--- src/rtl/cpu_pkg.sv ---
// rtl/cpu_pkg.sv - shared CPU widths, fetch state encoding and vector defaults
package cpu_pkg;

  localparam int PC_W    = 16;
  localparam int INSTR_W = 32;

  // Also used by the execute stage's interrupt logic.
  localparam logic [PC_W-1:0] RESET_PC_DEF = 16'h0000;
  localparam logic [PC_W-1:0] INT_VEC_DEF  = 16'h0010;

  typedef enum logic [1:0] {
    ISSUE = 2'd0,
    WAIT  = 2'd1,
    DRAIN = 2'd2
  } fetch_state_t;

endpackage

--- src/rtl/fetch_skid.sv ---
// rtl/fetch_skid.sv - one-entry {pc, instr} holding buffer; flush beats push
module fetch_skid #(
  parameter int PC_W    = cpu_pkg::PC_W,
  parameter int INSTR_W = cpu_pkg::INSTR_W
) (
  input  logic               clk_i,
  input  logic               rst_i,
  input  logic               push_i,
  input  logic               pop_i,
  input  logic               flush_i,
  input  logic [PC_W-1:0]    pc_i,
  input  logic [INSTR_W-1:0] instr_i,
  output logic               full_o,
  output logic [PC_W-1:0]    pc_o,
  output logic [INSTR_W-1:0] instr_o
);

  logic               full_q, full_d;
  logic [PC_W-1:0]    pc_q, pc_d;
  logic [INSTR_W-1:0] instr_q, instr_d;

  // A simultaneous pop and push replaces the entry and leaves it full.
  always_comb begin
    full_d  = full_q;
    pc_d    = pc_q;
    instr_d = instr_q;
    if (flush_i) begin
      full_d = 1'b0;
    end else if (push_i) begin
      full_d  = 1'b1;
      pc_d    = pc_i;
      instr_d = instr_i;
    end else if (pop_i) begin
      full_d = 1'b0;
    end
  end

  always_ff @(posedge clk_i) begin
    if (rst_i) begin
      full_q  <= 1'b0;
      pc_q    <= '0;
      instr_q <= '0;
    end else begin
      full_q  <= full_d;
      pc_q    <= pc_d;
      instr_q <= instr_d;
    end
  end

  assign full_o  = full_q;
  assign pc_o    = pc_q;
  assign instr_o = instr_q;

endmodule

--- src/rtl/fetch_stage.sv ---
// rtl/fetch_stage.sv - PC generation, instruction fetch handshake and decode output register
module fetch_stage #(
  parameter int                  PC_W     = cpu_pkg::PC_W,
  parameter int                  INSTR_W  = cpu_pkg::INSTR_W,
  parameter logic [PC_W-1:0]     RESET_PC = cpu_pkg::RESET_PC_DEF,
  parameter logic [PC_W-1:0]     INT_VEC  = cpu_pkg::INT_VEC_DEF
) (
  input  logic               clk,
  input  logic               rst,
  input  logic               branch_taken,
  input  logic [PC_W-1:0]    branch_addr,
  input  logic               int_req,
  output logic               int_ack,
  input  logic               stall,
  output logic               imem_req,
  output logic [PC_W-1:0]    imem_addr,
  input  logic               imem_ack,
  input  logic [INSTR_W-1:0] imem_rdata,
  output logic               if_valid,
  output logic [PC_W-1:0]    if_pc,
  output logic [INSTR_W-1:0] if_instr
);
  import cpu_pkg::*;

  fetch_state_t       state_q, state_d;
  logic [PC_W-1:0]    fetch_pc_q, fetch_pc_d;
  logic [PC_W-1:0]    imem_addr_q, imem_addr_d;
  logic               imem_req_q, imem_req_d;
  logic               if_valid_q, if_valid_d;
  logic [PC_W-1:0]    if_pc_q, if_pc_d;
  logic [INSTR_W-1:0] if_instr_q, if_instr_d;
  logic               int_ack_q, int_ack_d;

  logic               skid_push, skid_pop, skid_flush, skid_full;
  logic [PC_W-1:0]    skid_pc;
  logic [INSTR_W-1:0] skid_instr;

  logic int_take, redirect, fetched, consume, out_free;

  // A branch defers the interrupt; int_ack_q blocks a second take before int_req drops.
  assign int_take = int_req && !branch_taken && !int_ack_q;
  assign redirect = branch_taken || int_take;
  assign fetched  = (state_q == WAIT) && imem_ack && !redirect;
  assign consume  = if_valid_q && !stall;
  assign out_free = !if_valid_q || !stall;

  always_comb begin
    state_d     = state_q;
    fetch_pc_d  = fetch_pc_q;
    imem_req_d  = imem_req_q;
    imem_addr_d = imem_addr_q;
    if_valid_d  = if_valid_q;
    if_pc_d     = if_pc_q;
    if_instr_d  = if_instr_q;
    int_ack_d   = 1'b0;
    skid_push   = 1'b0;
    skid_pop    = 1'b0;
    skid_flush  = 1'b0;

    if ((state_q != ISSUE) && imem_ack) begin
      imem_req_d = 1'b0;
    end

    if (redirect) begin
      fetch_pc_d = branch_taken ? branch_addr : INT_VEC;
      int_ack_d  = int_take;
      if_valid_d = 1'b0;
      skid_flush = 1'b1;
      state_d    = ((state_q != ISSUE) && !imem_ack) ? DRAIN : ISSUE;
    end else begin
      case (state_q)
        ISSUE: begin
          if (!skid_full) begin
            imem_req_d  = 1'b1;
            imem_addr_d = fetch_pc_q;
            state_d     = WAIT;
          end
        end
        WAIT: begin
          if (imem_ack) begin
            fetch_pc_d = fetch_pc_q + 1'b1;
            state_d    = ISSUE;
          end
        end
        DRAIN: begin
          if (imem_ack) begin
            state_d = ISSUE;
          end
        end
        default: state_d = ISSUE;
      endcase

      if (consume && skid_full) begin
        if_pc_d    = skid_pc;
        if_instr_d = skid_instr;
        if_valid_d = 1'b1;
        skid_pop   = 1'b1;
        skid_push  = fetched;
      end else if (fetched && out_free) begin
        if_pc_d    = imem_addr_q;
        if_instr_d = imem_rdata;
        if_valid_d = 1'b1;
      end else if (fetched) begin
        skid_push = 1'b1;
      end else if (consume) begin
        if_valid_d = 1'b0;
      end
    end
  end

  always_ff @(posedge clk) begin
    if (rst) begin
      state_q     <= ISSUE;
      fetch_pc_q  <= RESET_PC;
      imem_req_q  <= 1'b0;
      imem_addr_q <= '0;
      if_valid_q  <= 1'b0;
      if_pc_q     <= '0;
      if_instr_q  <= '0;
      int_ack_q   <= 1'b0;
    end else begin
      state_q     <= state_d;
      fetch_pc_q  <= fetch_pc_d;
      imem_req_q  <= imem_req_d;
      imem_addr_q <= imem_addr_d;
      if_valid_q  <= if_valid_d;
      if_pc_q     <= if_pc_d;
      if_instr_q  <= if_instr_d;
      int_ack_q   <= int_ack_d;
    end
  end

  fetch_skid #(
    .PC_W    (PC_W),
    .INSTR_W (INSTR_W)
  ) u_skid (
    .clk_i   (clk),
    .rst_i   (rst),
    .push_i  (skid_push),
    .pop_i   (skid_pop),
    .flush_i (skid_flush),
    .pc_i    (imem_addr_q),
    .instr_i (imem_rdata),
    .full_o  (skid_full),
    .pc_o    (skid_pc),
    .instr_o (skid_instr)
  );

  assign imem_req  = imem_req_q;
  assign imem_addr = imem_addr_q;
  assign if_valid  = if_valid_q;
  assign if_pc     = if_pc_q;
  assign if_instr  = if_instr_q;
  assign int_ack   = int_ack_q;

endmodule

--- config.mk ---
export PLATFORM = sky130hd
export DESIGN_NAME = fetch_stage
export DESIGN_NICKNAME = d
export VERILOG_FILES = /design/src/rtl/cpu_pkg.sv /design/src/rtl/fetch_skid.sv /design/src/rtl/fetch_stage.sv
export SDC_FILE = /design/constraint.sdc
export NUM_CORES = 1
export LEC_CHECK = 0
export CORE_MARGIN = 2
export CORE_UTILIZATION = 45
export DETAILED_ROUTE_END_ITERATION = 8
export MAX_ROUTING_LAYER = met4
export PLACE_DENSITY = 0.74
export SLEW_MARGIN = 20
export SYNTH_ARGS = -nofsm -noshare
export SYNTH_HDL_FRONTEND = slang
export SYNTH_SLANG_ARGS = --single-unit
export TNS_END_PERCENT = 30
--- constraint.sdc ---
create_clock -name clk -period 4.34 [get_ports clk]
set_input_delay 0.868 -clock clk [delete_from_list [all_inputs] [get_ports clk]]
set_output_delay 0.868 -clock clk [all_outputs]
set_load 0.05 [all_outputs]
==> out/summary.txt <==
Run status = completed
Via-to-Cell Ratio = 5.50
Overall die area = 0.0141 mm2
# port buffers = 120
Ratio of cells with drive above 1 in the final layout = 12.3%
Number of diodes added for antenna fixing = 0
Number of nets in the layout = 793
Static leakage power = 2.83 nW
Primary flip-flop cell chosen by synthesis mapping = dfxtp_1
Wire length after detailed routing = 14700 um
Area grow syn2layout = 30.7%
Highest achievable clock rate = 367 MHz
Core outline area = 0.0127 mm2
Total gr overflow = 0
Post-synthesis instance total = 640
Worst path max stage delay = 0.70 ns
Multi-input logic area = 0.00293 mm2
Post-synthesis adder-cell area fraction = 0.635%
Share of synthesized registers carrying an async set or reset = 0%
Worst clock skew = 0.00855 ns
Last weighted congestion value of the routability-driven placer = 0.977
Compound-cell area share of the yosys netlist = 20.1%
Detailed router's first-iteration violation count = 397
Synthesized-area fraction occupied by and/or/nand/nor cells = 17.3%
Ratio of total power to cell area = 384 mW/mm2
Unrepaired setup endpoints after global routing = false
Worst rel slew slack = 32.6%
Setup repair bufs after CTS = 0
Total clock sinks = 134
Max Cap Violations = 0
Summed area of non-filler cells in the final layout = 0.00772 mm2
Fraction of synthesized cell area taken by the top area cell type = 45.4%
Library cell occupying the most area in the post-synthesis netlist = dfxtp_1
Final number of setup-violating endpoints = 0
Largest family of logic cells by synthesized area = compound AO/OA/AOI/OAI gates
Multiplexer fraction of the synthesized cell area = 11.0%
IR Drop Worst-Case VDD = 237 uV
XOR/XNOR share of the synthesized area = 0.297%
Cts-stage hold buffer count = 0
Final count of pins violating max slew = 0
Post-Syn Nets = 697
Hold violation total from the final report = 0
Depth of the CTS H-tree = 4
Worst-path maximum fanout = 48
Most frequent cells in the layout = 134 x dfxtp_1, 119 x clkdlybuf4s50_1, 106 x nand2_1, 78 x nor2_1, 65 x mux2i_1
Die Y-Extent = 119 um
Sequential cell area = 0.00268 mm2
Number of library cell types mapped by synthesis = 47
Buffer and inverter count on the worst path = 2
Clock tree from TritonCTS = built
Number of standard-cell rows in the floorplan = 41
Global-route wire length before repair = 24100 um
Synth Area per Inst = 9.23 um2
Sum of negative setup slack = 0 ns
Vias in the first global route = 4921
Count of antenna-violating nets left after detailed routing = 0
Period utilisation layout = 62.8%
Cell with the largest stage delay on the worst path = nor2b_1
Fill cell count = 1084
Synth warnings = 0
Drt drc = 0
Cell area after synthesis = 0.00591 mm2
Number of antenna violations at the first check in global routing = 0
Largest net degree at the start of global routing = 97
CTS max path bufs = 2
Kind of cell adding the most delay to the critical path = simple AND/OR/NAND/NOR gates
Resized cells post-CTS = 0
Number of enable flip-flop cells after synthesis = 0
Clock insertion delay at the later pin of the skew report = 0.40 ns
Crit path time final = 2.73 ns
Register area share after synthesis = 45.4%
CP Class = in -> reg
Least-Margin Pin Slew = 1.01 ns
# IOs = 121
Commonest non-fill, non-tap cell in the layout = dfxtp_1
Detailed placement HPWL = 9620 um
Width of the die = 119 um
Critical Path, Cell by Cell = clkdlybuf4s50_1 -> nor2b_1 -> or4_1 -> buf_4 -> nand2_1 -> a21oi_1
Via count = 5063
Initial DRT Pass Iterations = 4
Overall fraction of global-route tracks in use = 21.2%
Synthesis-stage register bit count = 134
Total cell area at the placement stage = 0.00711 mm2
CP Capture Type = flip-flop
Ranking of synthesized cells by area = dfxtp_1 45%, mux2i_1 11%, a211oi_2 10%, nand2_1 6.7%, nor2_1 5.0%
Kind of start point of the critical path = input port
Hold WC Path Type = reg -> reg
CTS root buffer = clkbuf_16
TritonCTS buffer count = 17
Drt wl/cell = 15.9 um
CTS clk-pin slew, worst paths = 0.05 ns
Initial core utilization = 46.4%
Required time of the critical path = 4.65 ns
Critical path arrival = 3.04 ns
==> report_power, final <==
part | total (mW) | internal (mW) | leakage [nW] | switching (mW)
Sequential | 1.27 | 1.25 | 1.08 | 0.0207
Clock | 1.46 | 0.932 | 0.288 | 0.524
Combinational | 0.239 | 0.101 | 1.46 | 0.138
Total | 2.97 | 2.28 | 2.83 | 0.683
==> final timing paths <==
path	from	end	slack, ns	cells after the start
setup / recovery	int_req	u_skid.pc_o[11]$_SDFFE_PP0P_	1.61	6
hold / removal	u_skid.instr_o[3]$_SDFFE_PP0P_	u_skid.instr_o[3]$_SDFFE_PP0P_	0.45	2
setup reg to reg	state_q[1]$_SDFFE_PP0P_	if_pc[4]$_SDFFE_PP0P_	2.25	7
hold reg to reg	u_skid.instr_o[3]$_SDFFE_PP0P_	u_skid.instr_o[3]$_SDFFE_PP0P_	0.45	2
==> layout make-up <==
| type | count | share of cell area [%] |
|---|---|---|
| Multi-Input combinational cell | 451 | 38.0 |
| Sequential cell | 134 | 34.7 |
| Timing Repair Buffer | 127 | 16.4 |
| Clock buffer | 20 | 5.91 |
| Tap cell | 172 | 2.79 |
| Clock inverter | 12 | 1.98 |
| Inverter | 5 | 0.243 |
==> state kept, by name, indices dropped and copies added (netlist names) <==
signal	cells
if_instr	32
u_skid.instr_o	32
fetch_pc_q	16
if_pc	16
imem_addr	16
u_skid.pc_o	16
state_q	2
if_valid	1
imem_req	1
int_ack	1
u_skid.full_o	1
==> per-layer routing <==
layer | up-vias | routed length, um | track usage (%)
met4 | 0 | 129 | 5.13
met5 | - | 0 | -
met1 | 2430 | 6710 | 28.2
met2 | 168 | 6970 | 32.9
li1 | 2455 | - | -
met3 | 10 | 861 | 4.97
==> worst register-to-register path, stage by stage, from the launching register on <==
cell and delay (ns):
dfxtp_1 0.31, inv_1 0.07, ha_1 0.26, a22oi_1 0.13
a2111oi_4 0.35, buf_12 0.43, nor2_1 0.22, a211oi_2 0.24
==> cell families after synthesis <==
family	Yosys count
AOI/OAI and AO/OA	143
xor gates and xnor gates	2
adders and majority gates	3
buffers and inverters	55
DFF	134
muxes	65
and+or+nand+nor	238
==> synth_stat cells, drive strengths merged, types with 5 or more instances <==
cell and count:
buf 24, a211oi 52, dfxtp 134, nor2 79, o21ai 7, mux2i 65, nand3 12, nor3 7
nor4 6, nand2 107, nand4 8, clkbuf 26, a21oi 58, inv 5, a22oi 6
==> metrics by stage <==
step / total power, mW / worst slack, ns / utilization, % / cells / hold slack (ns)
floorplan: 1.43 / 2.08 / - / 640 / 0.436
global placement: 1.53 / 1.29 / 55.9 / 889 / 0.441
detailed placement: 1.53 / 1.15 / 55.9 / 889 / 0.446
CTS: 2.99 / 1.57 / 60.7 / 921 / 0.453
global route: 3.06 / 1.44 / 60.7 / 921 / 0.468
finish: 2.97 / 1.61 / 60.7 / 921 / 0.453
(Power assumes the default switching activity.)
